$ cat src/rtl/alarm_sequencer.sv
// Anti-theft control FSM driving an external seconds countdown timer.
// Holds the four programmable delays and sequences arming, entry delay and siren.
module alarm_sequencer #(
    parameter logic [3:0] T_ARM       = 4'd6,
    parameter logic [3:0] T_DRIVER    = 4'd8,
    parameter logic [3:0] T_PASSENGER = 4'd15,
    parameter logic [3:0] T_ALARM     = 4'd10
) (
    input  logic       clock,
    input  logic       reset,
    input  logic       ignition,
    input  logic       door_driver,
    input  logic       door_pass,
    input  logic       prog,
    input  logic [1:0] prog_sel,
    input  logic [3:0] prog_val,
    input  logic       timer_waited,
    output logic       timer_load,
    output logic       timer_en,
    output logic [3:0] t_default,
    output logic       siren,
    output logic [2:0] state_code
);

    typedef enum logic [2:0] {
        ST_ARMED      = 3'd0,
        ST_TRIGGERED  = 3'd1,
        ST_SOUND      = 3'd2,
        ST_DISARMED   = 3'd3,
        ST_WAIT_OPEN  = 3'd4,
        ST_WAIT_CLOSE = 3'd5,
        ST_ARM_DELAY  = 3'd6
    } state_t;

    localparam logic [1:0] SEL_ARM    = 2'd0;
    localparam logic [1:0] SEL_DRIVER = 2'd1;
    localparam logic [1:0] SEL_PASS   = 2'd2;
    localparam logic [1:0] SEL_ALARM  = 2'd3;

    function automatic logic is_timed(input state_t s);
        return (s == ST_TRIGGERED) || (s == ST_SOUND) || (s == ST_ARM_DELAY);
    endfunction

    state_t     state_r;
    state_t     state_nxt_s;
    logic [1:0] isel_r;
    logic [1:0] isel_nxt_s;
    logic [3:0] arm_r;
    logic [3:0] driver_r;
    logic [3:0] pass_r;
    logic [3:0] alarm_r;
    logic       timer_load_r;
    logic       timer_en_r;
    logic       siren_r;
    logic       load_nxt_s;
    logic       en_nxt_s;
    logic       siren_nxt_s;
    logic       doors_s;
    logic       expired_s;
    logic       restart_s;
    logic       fresh_s;

    assign doors_s   = door_driver | door_pass;
    // Expiry only counts while the timer is actually enabled, never in a load cycle.
    assign expired_s = timer_waited & timer_en_r;

    // Programmable delay registers, written by the prog strobe.
    always_ff @(posedge clock or posedge reset) begin
        if (reset) begin
            arm_r    <= T_ARM;
            driver_r <= T_DRIVER;
            pass_r   <= T_PASSENGER;
            alarm_r  <= T_ALARM;
        end else if (prog) begin
            case (prog_sel)
                SEL_ARM:    arm_r    <= prog_val;
                SEL_DRIVER: driver_r <= prog_val;
                SEL_PASS:   pass_r   <= prog_val;
                SEL_ALARM:  alarm_r  <= prog_val;
                default:    arm_r    <= arm_r;
            endcase
        end else begin
            arm_r    <= arm_r;
            driver_r <= driver_r;
            pass_r   <= pass_r;
            alarm_r  <= alarm_r;
        end
    end

    // Next-state decision: prog overrides everything, then ignition, then per-state rules.
    always_comb begin
        state_nxt_s = state_r;
        if (prog) begin
            state_nxt_s = ST_ARMED;
        end else if (ignition && (state_r != ST_DISARMED)) begin
            state_nxt_s = ST_DISARMED;
        end else begin
            case (state_r)
                ST_ARMED: begin
                    if (doors_s) state_nxt_s = ST_TRIGGERED;
                    else         state_nxt_s = ST_ARMED;
                end
                ST_TRIGGERED: begin
                    if (expired_s) state_nxt_s = ST_SOUND;
                    else           state_nxt_s = ST_TRIGGERED;
                end
                ST_SOUND: begin
                    if (!doors_s && expired_s) state_nxt_s = ST_ARMED;
                    else                       state_nxt_s = ST_SOUND;
                end
                ST_DISARMED: begin
                    if (!ignition) state_nxt_s = ST_WAIT_OPEN;
                    else           state_nxt_s = ST_DISARMED;
                end
                ST_WAIT_OPEN: begin
                    if (door_driver) state_nxt_s = ST_WAIT_CLOSE;
                    else             state_nxt_s = ST_WAIT_OPEN;
                end
                ST_WAIT_CLOSE: begin
                    if (!doors_s) state_nxt_s = ST_ARM_DELAY;
                    else          state_nxt_s = ST_WAIT_CLOSE;
                end
                ST_ARM_DELAY: begin
                    if (doors_s)        state_nxt_s = ST_WAIT_CLOSE;
                    else if (expired_s) state_nxt_s = ST_ARMED;
                    else                state_nxt_s = ST_ARM_DELAY;
                end
                default: state_nxt_s = ST_ARMED;
            endcase
        end
    end

    // Interval select follows the state being entered; the entry door is latched on ARMED exit.
    always_comb begin
        isel_nxt_s = isel_r;
        case (state_nxt_s)
            ST_TRIGGERED: begin
                if (state_r == ST_ARMED) isel_nxt_s = door_driver ? SEL_DRIVER : SEL_PASS;
                else                     isel_nxt_s = isel_r;
            end
            ST_SOUND:     isel_nxt_s = SEL_ALARM;
            ST_ARM_DELAY: isel_nxt_s = SEL_ARM;
            default:      isel_nxt_s = isel_r;
        endcase
    end

    // Timer drive for the coming cycle: load on entry or SOUND restart, count otherwise.
    always_comb begin
        restart_s   = (state_r == ST_SOUND) && (state_nxt_s == ST_SOUND) && doors_s;
        fresh_s     = (state_nxt_s != state_r) || restart_s;
        load_nxt_s  = 1'b0;
        en_nxt_s    = 1'b0;
        siren_nxt_s = 1'b0;
        if (is_timed(state_nxt_s)) begin
            load_nxt_s = fresh_s;
            en_nxt_s   = !fresh_s;
        end else begin
            load_nxt_s = 1'b0;
            en_nxt_s   = 1'b0;
        end
        if (state_nxt_s == ST_SOUND) siren_nxt_s = 1'b1;
        else                         siren_nxt_s = 1'b0;
    end

    // State, interval select and registered output flops.
    always_ff @(posedge clock or posedge reset) begin
        if (reset) begin
            state_r      <= ST_ARMED;
            isel_r       <= SEL_ARM;
            timer_load_r <= 1'b0;
            timer_en_r   <= 1'b0;
            siren_r      <= 1'b0;
        end else begin
            state_r      <= state_nxt_s;
            isel_r       <= isel_nxt_s;
            timer_load_r <= load_nxt_s;
            timer_en_r   <= en_nxt_s;
            siren_r      <= siren_nxt_s;
        end
    end

    // Preset seconds, decoded from the registered interval select.
    always_comb begin
        t_default = 4'd0;
        case (isel_r)
            SEL_ARM:    t_default = arm_r;
            SEL_DRIVER: t_default = driver_r;
            SEL_PASS:   t_default = pass_r;
            SEL_ALARM:  t_default = alarm_r;
            default:    t_default = arm_r;
        endcase
    end

    assign timer_load = timer_load_r;
    assign timer_en   = timer_en_r;
    assign siren      = siren_r;
    assign state_code = state_r;

endmodule

$ cat config.mk
export PLATFORM = sky130hd
export DESIGN_NAME = alarm_sequencer
export DESIGN_NICKNAME = d
export VERILOG_FILES = /design/src/rtl/alarm_sequencer.sv
export SDC_FILE = /design/constraint.sdc
export NUM_CORES = 1
export LEC_CHECK = 0
export CAP_MARGIN = 30
export CORE_MARGIN = 3
export CORE_UTILIZATION = 31
export DETAILED_ROUTE_END_ITERATION = 6
export PLACE_DENSITY = 0.63
export RECOVER_POWER = 100
export SLEW_MARGIN = 20
export SYNTH_ARGS = -nofsm -noshare
export SYNTH_HDL_FRONTEND = slang
export SYNTH_SLANG_ARGS = --single-unit
$ cat constraint.sdc
create_clock -name clock -period 5.55 [get_ports clock]
set_input_delay 0.555 -clock clock [delete_from_list [all_inputs] [get_ports clock]]
set_output_delay 0.555 -clock clock [all_outputs]
set_load 0.01 [all_outputs]
## Yosys cells after proc, flatten, opt, wreduce, memory -nomap -nowiden

Index checks and enable logic that the tools add are counted.

- Div/mod/pow operators: 0
- Magnitude comparators: 0
- Reductions and logical operators: 18
- Multiplexer cells: 18
- Equal/unequal tests: 18
- Shift-type cells: 0
- Multiply operators: 0
- Bitwise gates (word level): 2
- Add/subtract/negate cells: 0

Operators with widths:

| operator | count |
|---|---|
| $pmux 3 s7 | 1 |
| $pmux 4 s4 | 1 |
| $mux 3 | 5 |
| $eq 3x3->1 const B | 4 |
| $mux 2 | 5 |
| $reduce_and 2->1 | 5 |
| $eq 3x2->1 const B | 3 |
| $eq 2x2->1 const B | 4 |
| $eq 3x1->1 const B | 2 |
| $pmux 2 s3 | 1 |
| $mux 1 | 5 |
| $eq 2x1->1 const B | 2 |
| $logic_and 1x1->1 | 4 |
| $logic_not 2->1 | 2 |
| $logic_not 3->1 | 1 |
| $logic_or 1x1->1 | 3 |
| $ne 3x2->1 const B | 1 |
| $ne 3x3->1 | 1 |
| $reduce_bool 3->1 | 1 |
| $logic_not 1->1 | 2 |
| $ne 2x2->1 const B | 1 |
| $and 1x1->1 | 1 |
| $or 1x1->1 | 1 |

- Bits of input ports: 13
- RAM bits: 0
- Flip-flop bits (word level): 24
- ROM bits: 0
- Memories kept: 0
- Output and inout port bits: 10
- Word-level logic and storage cells: 65
- Latch bits: 0

## Longest topological paths before layout

Gate-level depths: netlist (run 1).

- Depth after elaboration: 13
- Depth in mapped cells: 6
- Depth with buffers taken out: 5

## Least setup slack after synthesis (run 1)

OpenSTA, ideal clock, no wires.

- Path type: register to register
- Start point: register state_r[1] (netlist: state_code[1])
- End point: register isel_r[0]
- Arrival: 1.690 ns
- Cell stages (with the launch flop): 7
- Data required time: 5.427 ns
- Setup slack: 3.737 ns
- Library setup time: 0.123 ns
- Period minus slack after synthesis: 1.813 ns
- Path through: dfrtp_1 > buf_6 > or3b_4 > a31oi_4 > o21ai_2 > or3_1 > o221a_2

- Longest elaborated chain between the ends: 7
- Elaborated cells on any way between the ends: 19
- Those cells by class: eq/ne: 11; mux: 4; reduce/logical: 4

Ends and longest elaborated chain:

| element | RTL line | source |
|---|---|---|
| start: declaration | 44 | `state_t state_r;` |
| start signal: assignment | 174 | `state_r <= state_nxt_s;` |
| $eq 3x3->1, or another cell as far along | 98 | `case (state_r)` |
| $pmux 3 s7 / $logic_and 1x1->1 (equally long branches) | 98, 95 |  |
| $mux 3 | 95 | `end else if (ignition && (state_r != ST_DISARMED)) begin` |
| $mux 3 | 93 | `if (prog) begin` |
| $eq 3x1->1, or another cell as far along | 136 | `case (state_nxt_s)` |
| $ne 2x2->1 (no line) / $reduce_bool 3->1 (equally long branches) | -- |  |
| $reduce_and 2->1 (no line) | -- |  |
| end signal: assignment | 175 | `isel_r <= isel_nxt_s;` |
| end: declaration | 46 | `logic [1:0] isel_r;` |

Several ways; a longest one is shown, not always the timed one.
A chain may end at the register's enable or synchronous reset.

## Worst setup path in the final report (run 1)

- Start point: register isel_r[0]
- End point: output t_default[0]

- Longest elaborated chain between the ends: 2
- Elaborated cells on any way between the ends: 5
- Those cells by class: eq/ne: 3; mux: 1; reduce/logical: 1

Ends and longest elaborated chain:

| element | RTL line | source |
|---|---|---|
| $eq 2x2->1, or another cell as far along | 185 | `case (isel_r)` |
| $pmux 4 s4 (*) | 185 |  |
| end: declaration | 20 | `output logic [3:0] t_default,` |

Every way passes the cells marked *; elsewhere a longest branch is shown, timed or not.

==> results of run 1 <==
-- kinds of logic (layout without fill, tap and decap cells) --
kind of cell / Yosys count / count (layout)
AOI/OAI and AO/OA: 23 / 23
buffers and inverters: 8 / 31
DFF: 24 / 24
muxes: 20 / 20
and+or+nand+nor: 34 / 34
-- layout by cell type, fill, tap and decap left out, types with 4 or more instances in the layout --
cell             count
mux2_2              16
dfrtp_1             15
dlygate4sd3_1       13
nor2_1               9
dfstp_2              9
clkdlybuf4s50_1      9
o21ai_0              5
inv_1                4
nand3_1              4
mux4_2               4
clkbuf_8             4
-- per-layer routing --
layer / share of wire / vias to the layer above / GRT usage / wire length [um]
met3: 0.058 / 2 / 0.0241 / 162
met4: 0.0043 / 0 / 0.0292 / 12
met2: 0.48 / 31 / 0.185 / 1350
met1: 0.46 / 464 / 0.163 / 1280
met5: 0 / - / 0 / 0
li1: - / 453 / - / -
-- where the power goes --
group          internal (mW)  switching [mW]
combinational         0.0809          0.0470
clock                 0.0632          0.0522
sequential             0.212          0.0275
-- state kept, by name, indices dropped and copies added, names as in the netlist --
name        count
driver_r        4
state_code      3
pass_r          4
alarm_r         4
timer_en        1
arm_r           4
isel_r          2
timer_load      1
siren           1
-- through the flow --
stage               setup WS [ns]  instances  utilization  instance area [sq um]
detailed placement           3.06        177        0.386                   1570
finish                       3.05        182        0.396                   1610
global placement             3.09        177        0.386                   1570
CTS                          3.15        181        0.400                   1620
global route                 2.94        182        0.396                   1610
floorplan                    3.74        109            -                   1320
-- cell type report --
cell class | instances | area share
Clock buffer | 4 | 0.0342
Inverter | 4 | 0.00934
Multi-Input combinational cell | 77 | 0.398
Sequential cell | 24 | 0.381
Tap cell | 50 | 0.0389
Timing Repair Buffer | 23 | 0.139
-- path summary, 6_finish.rpt --
check                              start           end  slack (ns)  cells after the start
setup / recovery               isel_r[0]  t_default[0]        3.05                      2
hold / removal               driver_r[2]   driver_r[2]        0.51                      1
setup reg to reg           state_code[0]     isel_r[0]        3.46                      5
hold reg to reg              driver_r[2]   driver_r[2]        0.51                      1
max in group asynchronous          reset   driver_r[0]        3.86                      3
min in group asynchronous          reset      timer_en        0.73                      2
-- worst register-to-register path: cells and delay by family (launching register included) --
kind / cells / cell delay (ns)
flops: 1 / 0.66
compound gates: 5 / 1.31
==> reports/summary.txt, run 1 <==
Outcome: finished, final reports clean
Primary FF master, synth: dfrtp_1
CTS root buffer: clkbuf_8
Period utilization: 0.451
Hold Slack: 0.506 ns
Adder-cell share of the synthesized area: 0
Final Net Count: 146
Syn_nets: 122
Worst hold path class: flip-flop to flip-flop
XOR/XNOR share of the synthesized area: 0
Dominant cells by area after synthesis: dfrtp_1 (28%), dfstp_2 (18%), mux2_2 (14%), mux4_2 (6.8%), nor2_1 (2.6%)
Critical path class: flip-flop to output port
Share of layout cells above drive strength 1: 0.303
Synth unique cells: 41
Router iterations before antenna repair: 4
DIE HEIGHT: 71.2 um
CP Launch Type: flip-flop
DR WL/cell: 15.4 um
Area grow syn2layout: 22.0%
Hold Fails Final Rpt: 0
1st-iter DRT viols: 39
Overflow after GRT: 0
H-tree levels: 1
CTS buffer count: 3
Vias in the first global route: 953
Total track usage: 0.117
Clock-pin slew on the worst setup and hold paths: 0.08 ns
Lkg Pwr: 0.632 nW
GP Congestion: 0.860
Starting density of the core: 0.325
RSZ-0062 raised after global routing: false
Setup_tns: 0 ns
Crit path capture type: output port
Hold_buf cts: 0
PnR Total Power: 483 uW
Via Count: 950
CP peak stage delay: 0.62 ns
Synth Area in Compound Gates: 0.145
Number of synthesized flops with an enable pin: 0
Synthesized flop and latch total: 24
DRT antenna net count: 0
Biggest area consumer among synthesized cells: dfrtp_1
Max-slew violation count: 0
Maximum fanout along the worst path: 5
Min Clock Period, post-route: 2.50 ns
Cell with the most instances after synthesis: mux2_2
Buffers on Ports: 22
DRC: 0
Synth Instances: 109
Slowest-stage cell, CP: dlygate4sd3_1
CP Buf/Inv Count: 1
Clk sinks: 24
Mux contribution to synthesized area: 0.205
Crit path max-delay family: buffers and inverters
Largest net degree at the start of global routing: 25
Synth top area share: 0.285
Die area: 5070 sq um
Worst-margin pin slew: 0.689 ns
FMAX: 0.399 GHz
Row count: 23
WP data required: 4.99 ns
Crit-path cells: mux4_2 -> dlygate4sd3_1
Initial antenna violation count: 0
Post-cts resize count: 0
Antenna cells: 0
DR vias/cell: 5.22
FF/Latch Area: 612 sq um
Max Cap Viol: 0
Commonest cells post-synth: mux2_2 (16), dfrtp_1 (15), dfstp_2 (9), nor2_1 (9)
FFs w/ async S/R, synth: 1.00
Setup bufs post-CTS: 0
Post-Synth Simple-Gate Area: 0.148
Core Region: 4060 sq um
IO Count: 23
Die Wd: 71.2 um
Fill cells: 371
Clock Tree Buf Depth: 2
Register area share after synthesis: 0.464
Final setup violation count: 0
Netlist Area Pre-Place: 1320 sq um
TritonCTS clock tree: done
Syn Area/Cell: 12.1 sq um
Power per cell area: 300 nW/um^2
Worst-skew pair later-pin latency: 0.26 ns
DPL Wire Length: 2090 um
Yosys warns: 0
First-pass GRT wire length: 4690 um
Fin Clk Skew: 0.00164 ns
Worst IR Drop VDD: 0.110 mV
Worst rel slew slack: 0.541
Multi-input logic area: 639 sq um
Post-Route WL: 2810 um
Crit path DAT: 1.95 ns
Largest family of logic cells by synthesized area: multiplexers
Note: power is estimated with default switching activity, not from simulation.
==> run 2, diff against run 1 <==
--- a/config.mk
+++ b/config.mk
@@ -9,7 +9,7 @@
 export CORE_MARGIN = 3
 export CORE_UTILIZATION = 31
 export DETAILED_ROUTE_END_ITERATION = 6
-export PLACE_DENSITY = 0.63
+export PLACE_DENSITY = 0.64
 export RECOVER_POWER = 100
 export SLEW_MARGIN = 20
 export SYNTH_ARGS = -nofsm -noshare
==> constraint.sdc (replaced) <==
create_clock -name clock -period 2.11 [get_ports clock]
set_input_delay 0.211 -clock clock [delete_from_list [all_inputs] [get_ports clock]]
set_output_delay 0.211 -clock clock [all_outputs]
set_load 0.01 [all_outputs]
==> reports/summary.txt, run 2 (synthesis gave the netlist of run 1 again) <==
Starting density of the core: 0.325 (unchanged)
Worst rel slew slack: 0.153 (-0.388)
Worst IR Drop VDD: 0.222 mV (+100%)
Sw Ratio: 0.259 (-0.00284)
Final setup violation count: 0 (unchanged)
Worst hold path class: flip-flop to flip-flop
Core Region: 4060 sq um (unchanged)
CTS buffer count: 3 (unchanged)
Clock Tree Buf Depth: 2 (unchanged)
Max-slew violation count: 0 (unchanged)
Most common cell after layout, fill and taps aside: mux2_2
Hold Slack: 0.508 ns (+0.00151 ns)
PnR Total Power: 1.30 mW (+170%)
DPL Wire Length: 2150 um (+2.6%)
GP Congestion: 0.874 (+1.6%)
Met1 GRT Util: 0.146 (-0.0171)
CP Launch Type: flip-flop
Overflow after GRT: 0 (unchanged)
DRT antenna net count: 0 (unchanged)
Router iterations before antenna repair: 4 (unchanged)
Clk sinks: 24 (unchanged)
Max Cap Viol: 0 (unchanged)
Setup_tns: 0 ns (unchanged)
Setup bufs post-CTS: 0 (unchanged)
Fin Clk Skew: 0.00414 ns (+0.00249 ns)
Worst-skew pair later-pin latency: 0.27 ns (about the same)
TritonCTS clock tree: done
DIE HEIGHT: 71.2 um (unchanged)
Share of layout cells above drive strength 1: 0.343 (+0.0398)
Clock-pin slew on the worst setup and hold paths: 0.08 ns (about the same)
IO Count: 23 (unchanged)
First-pass GRT wire length: 4840 um (+3.4%)
Buffers on Ports: 22 (unchanged)
DR vias/cell: 5.25 (+0.63%)
Row count: 23 (unchanged)
Period utilization: 0.948
Maximum fanout along the worst path: 5 (unchanged)
Via Count: 998 (+5.1%)
Vias in the first global route: 1083 (+14%)
Internal: 962 uW (+170%)
WP data required: 1.90 ns (-3.09 ns)
1st-iter DRT viols: 56 (+44%)
FMAX: 0.500 GHz
Initial antenna violation count: 0 (unchanged)
Clk pwr share: 0.238 (about the same)
DR WL/cell: 14.4 um (-6.7%)
GRT met2 Usage: 0.206 (+0.0214)
Die Wd: 71.2 um (unchanged)
H-tree levels: 1 (unchanged)
Min Clock Period, post-route: 2.00 ns
Crit path DAT: 1.79 ns (-0.16 ns)
Total track usage: 0.121 (+0.00420)
Met3 usage: 0.0227 (-0.00142)
CTS root buffer: clkbuf_8
Outcome: finished, final reports clean
Largest net degree at the start of global routing: 25 (unchanged)
RSZ-0062 raised after global routing: false
Worst-margin pin slew: 1.27 ns (+0.582 ns)
Net Sw Power: 337 uW (+170%)
Antenna cells: 0 (unchanged)
Power per cell area: 779 nW/um^2 (+160%)
Comb power frac: 0.285 (+0.020)
Area grow syn2layout: 26.5%
Most frequent cells in the layout: mux2_2 (16), dfrtp_1 (15), clkdlybuf4s50_1 (15), nor2_1 (9), dfstp_2 (9)
Critical path class: flip-flop to output port
Hold Fails Final Rpt: 0 (unchanged)
Lkg Pwr: 0.663 nW (+4.9%)
Fill cells: 382 (+3.0%)
DRC: 0 (unchanged)
Die area: 5070 sq um (unchanged)
Post-Route WL: 2740 um (-2.6%)
Reg power frac: 0.477 (-0.019)
Hold_buf cts: 0 (unchanged)
Final Net Count: 154 (+5.5%)
GRT busiest layer: met2
Crit path capture type: output port
Post-cts resize count: 0 (unchanged)
-- run 2: cell count changes in the layout (fill, tap and decap cells not counted), moves of 2 or more --
| cell | change |
|---|---|
| clkdlybuf4s50_1 | +6 |
| clkbuf_1 | +2 |
| buf_4 | +5 |
| dlygate4sd3_1 | -6 |
-- run 2: worst max-delay path: stages, from the launching register on --
cell,delay [ns]
dfrtp_1,0.49
mux4_2,0.54
clkdlybuf4s50_1,0.49
-- run 2: worst paths after layout --
path,from,depth (start not counted),to,slack (ns)
min in group asynchronous,reset,3,state_code[1],0.78
min,alarm_r[2],1,alarm_r[2],0.51
max reg2reg,state_code[1],5,timer_en,0.23
max in group asynchronous,reset,3,driver_r[1],0.57
min reg2reg,alarm_r[2],1,alarm_r[2],0.51
max,isel_r[0],2,t_default[0],0.11
-- run 2: final cells by class --
cell class | instances | area, sq um | share of cell area
multi-input cells | 77 | 648 | 0.389
inverters | 4 | 15.0 | 0.00901
flip-flops and latches | 24 | 612 | 0.367
clock buffers | 4 | 55.1 | 0.0330
well taps | 50 | 62.6 | 0.0375
repair buffers | 31 | 274 | 0.164
-- run 2: through the flow --
stage	util	setup WS, ns	instances	area (sq um)
final	0.411	0.110	190	1670
after global placement	0.403	0.216	186	1630
after floorplan	-	0.297	109	1320
after global routing	0.411	0.0329	190	1670
after CTS	0.416	0.0920	190	1690
after detailed placement	0.403	0.141	186	1630
-- run 2: metal layers --
| layer | vias up | routed length, um |
|---|---|---|
| met5 | - | 0 |
| met4 | 0 | 53 |
| met3 | 5 | 115 |
| met2 | 29 | 1310 |
| met1 | 495 | 1260 |
| li1 | 469 | - |
-- run 2: power groups by stage --
stage | registers [mW] | clock network (mW) | logic (mW)
2_1_floorplan | 0.611 | 0 | 0.234
3_5_place_dp | 0.629 | 0 | 0.384
6_report | 0.619 | 0.309 | 0.371
4_1_cts | 0.621 | 0.322 | 0.384
5_1_grt | 0.633 | 0.346 | 0.401
3_3_place_gp | 0.625 | 0 | 0.377
==> run 3, diff against run 2 <==
==> constraint.sdc (replaced) <==
create_clock -name clock -period 2.11 [get_ports clock]
set_input_delay 0.211 -clock clock [delete_from_list [all_inputs] [get_ports clock]]
set_output_delay 0.211 -clock clock [all_outputs]
set_load 0.1 [all_outputs]
==> reports/summary.txt, run 3 (synthesis gave the netlist of run 1 again) <==
Outcome: finished, final reports clean
Crit path capture type: flip-flop
Hold_buf cts: 0 (unchanged)
Maximum fanout along the worst path: 12 (+7)
DIE HEIGHT: 71.2 um (unchanged)
Clock-pin slew on the worst setup and hold paths: 0.08 ns (about the same)
RSZ-0062 raised after global routing: false
Initial antenna violation count: 0 (unchanged)
FMAX: 0.522 GHz (+4.4%)
WP data required: 2.27 ns (+0.37 ns)
Buffers on Ports: 22 (unchanged)
H-tree levels: 1 (unchanged)
Die Wd: 71.2 um (unchanged)
DRT antenna net count: 0 (unchanged)
Max-slew violation count: 0 (unchanged)
GP Congestion: 0.871 (-0.34%)
Critical path class: flip-flop to flip-flop
Core Region: 4060 sq um (unchanged)
Final setup violation count: 0 (unchanged)
Worst hold path class: flip-flop to flip-flop
Setup_tns: 0 ns (unchanged)
Period utilization: 0.908 (-0.0402)
Clock Tree Buf Depth: 2 (unchanged)
DR WL/cell: 15.1 um (+4.5%)
Fin Clk Skew: 0.00146 ns (-0.00267 ns)
CP Launch Type: flip-flop
TritonCTS clock tree: done
Fill cells: 416 (+8.9%)
Post-Route Utilization: 0.396 (-0.0151)
Min Clock Period, post-route: 1.92 ns (-0.0848 ns)
Worst rel slew slack: 0.174 (+0.0212)
Clk sinks: 24 (unchanged)
CTS buffer count: 3 (unchanged)
Area grow syn2layout: 21.8%
Starting density of the core: 0.325 (unchanged)
Setup bufs post-CTS: 0 (unchanged)
Worst IR Drop VDD: 0.317 mV (+43%)
Row count: 23 (unchanged)
Worst-skew pair later-pin latency: 0.26 ns (about the same)
Via Count: 986 (-1.2%)
DRC: 0 (unchanged)
Overflow after GRT: 0 (unchanged)
Antenna cells: 0 (unchanged)
IO Count: 23 (unchanged)
Lkg Pwr: 0.630 nW (-4.9%)
Most frequent cells in the layout: mux2_2 (16), dfrtp_1 (11), nor2_1 (9), dfstp_2 (9), clkdlybuf4s50_1 (9)
Final Net Count: 152 (-1.3%)
Post-Route WL: 2830 um (+3.4%)
Vias in the first global route: 1033 (-4.6%)
Share of layout cells above drive strength 1: 0.413 (+0.0702)
Worst-margin pin slew: 1.24 ns (-0.0319 ns)
Crit path DAT: 2.08 ns (+0.29 ns)
First-pass GRT wire length: 4690 um (-3.3%)
1st-iter DRT viols: 25 (-55%)
Max Cap Viol: 0 (unchanged)
Router iterations before antenna repair: 4 (unchanged)
Hold Fails Final Rpt: 0 (unchanged)
Post-cts resize count: 0 (unchanged)
Largest net degree at the start of global routing: 25 (unchanged)
DR vias/cell: 5.24 (-0.15%)
CTS root buffer: clkbuf_8
Power per cell area: 971 nW/um^2 (+25%)
Total track usage: 0.118 (-0.00289)
PnR Total Power: 1.56 mW (+20%)
DPL Wire Length: 2220 um (+3.4%)
Die area: 5070 sq um (unchanged)
Most common cell after layout, fill and taps aside: mux2_2
==> run 3: where the power goes <==
part           total [mW]  internal, mW  switching, mW  leakage (nW)
Sequential          0.629         0.560         0.0688         0.273
Combinational       0.629         0.191          0.438         0.329
Clock               0.301         0.166          0.135        0.0288
==> run 3: cell type report <==
class	count	area, sq um	share of cell area
repair buffers	29	208	0.129
inverters	4	15.0	0.00935
flip-flops and latches	24	617	0.384
multi-input cells	77	648	0.404
well taps	50	62.6	0.0390
clock buffers	4	55.1	0.0343
==> run 3: critical path, stage by stage (launching register included) <==
cell and delay (ns):
dfrtp_2 0.49, or3b_4 0.43, a31oi_4 0.24, o21ai_2 0.10, or2_0 0.27, a221oi_2 0.29
==> run 3: stage by stage <==
stage / cells / instance area, sq um / setup WS [ns] / hold slack, ns
2_1_floorplan: 109 / 1320 / 0.0373 / 0.219
3_3_place_gp: 184 / 1600 / 0.189 / 0.486
3_5_place_dp: 184 / 1600 / 0.137 / 0.493
4_1_cts: 188 / 1650 / 0.223 / 0.288
5_1_grt: 188 / 1610 / 0.0677 / 0.525
6_report: 188 / 1610 / 0.195 / 0.507
==> run 3: routing by layer <==
layer / up-vias / GRT usage / wire length [um]
met2: 27 / 0.201 / 1380
met3: 4 / 0.0256 / 124
met1: 489 / 0.146 / 1290
met5: - / 0 / 0
met4: 0 / 0.0418 / 31
li1: 466 / - / -
==> run 3: path summary, 6_finish.rpt <==
path | startpoint | depth (start not counted) | slack [ns] | endpoint
max | state_code[1] | 5 | 0.19 | timer_en
min | alarm_r[2] | 1 | 0.51 | alarm_r[2]
max reg2reg | state_code[1] | 5 | 0.19 | timer_en
min reg2reg | alarm_r[2] | 1 | 0.51 | alarm_r[2]
max in group asynchronous | reset | 3 | 0.51 | timer_en
min in group asynchronous | reset | 3 | 0.78 | state_code[1]
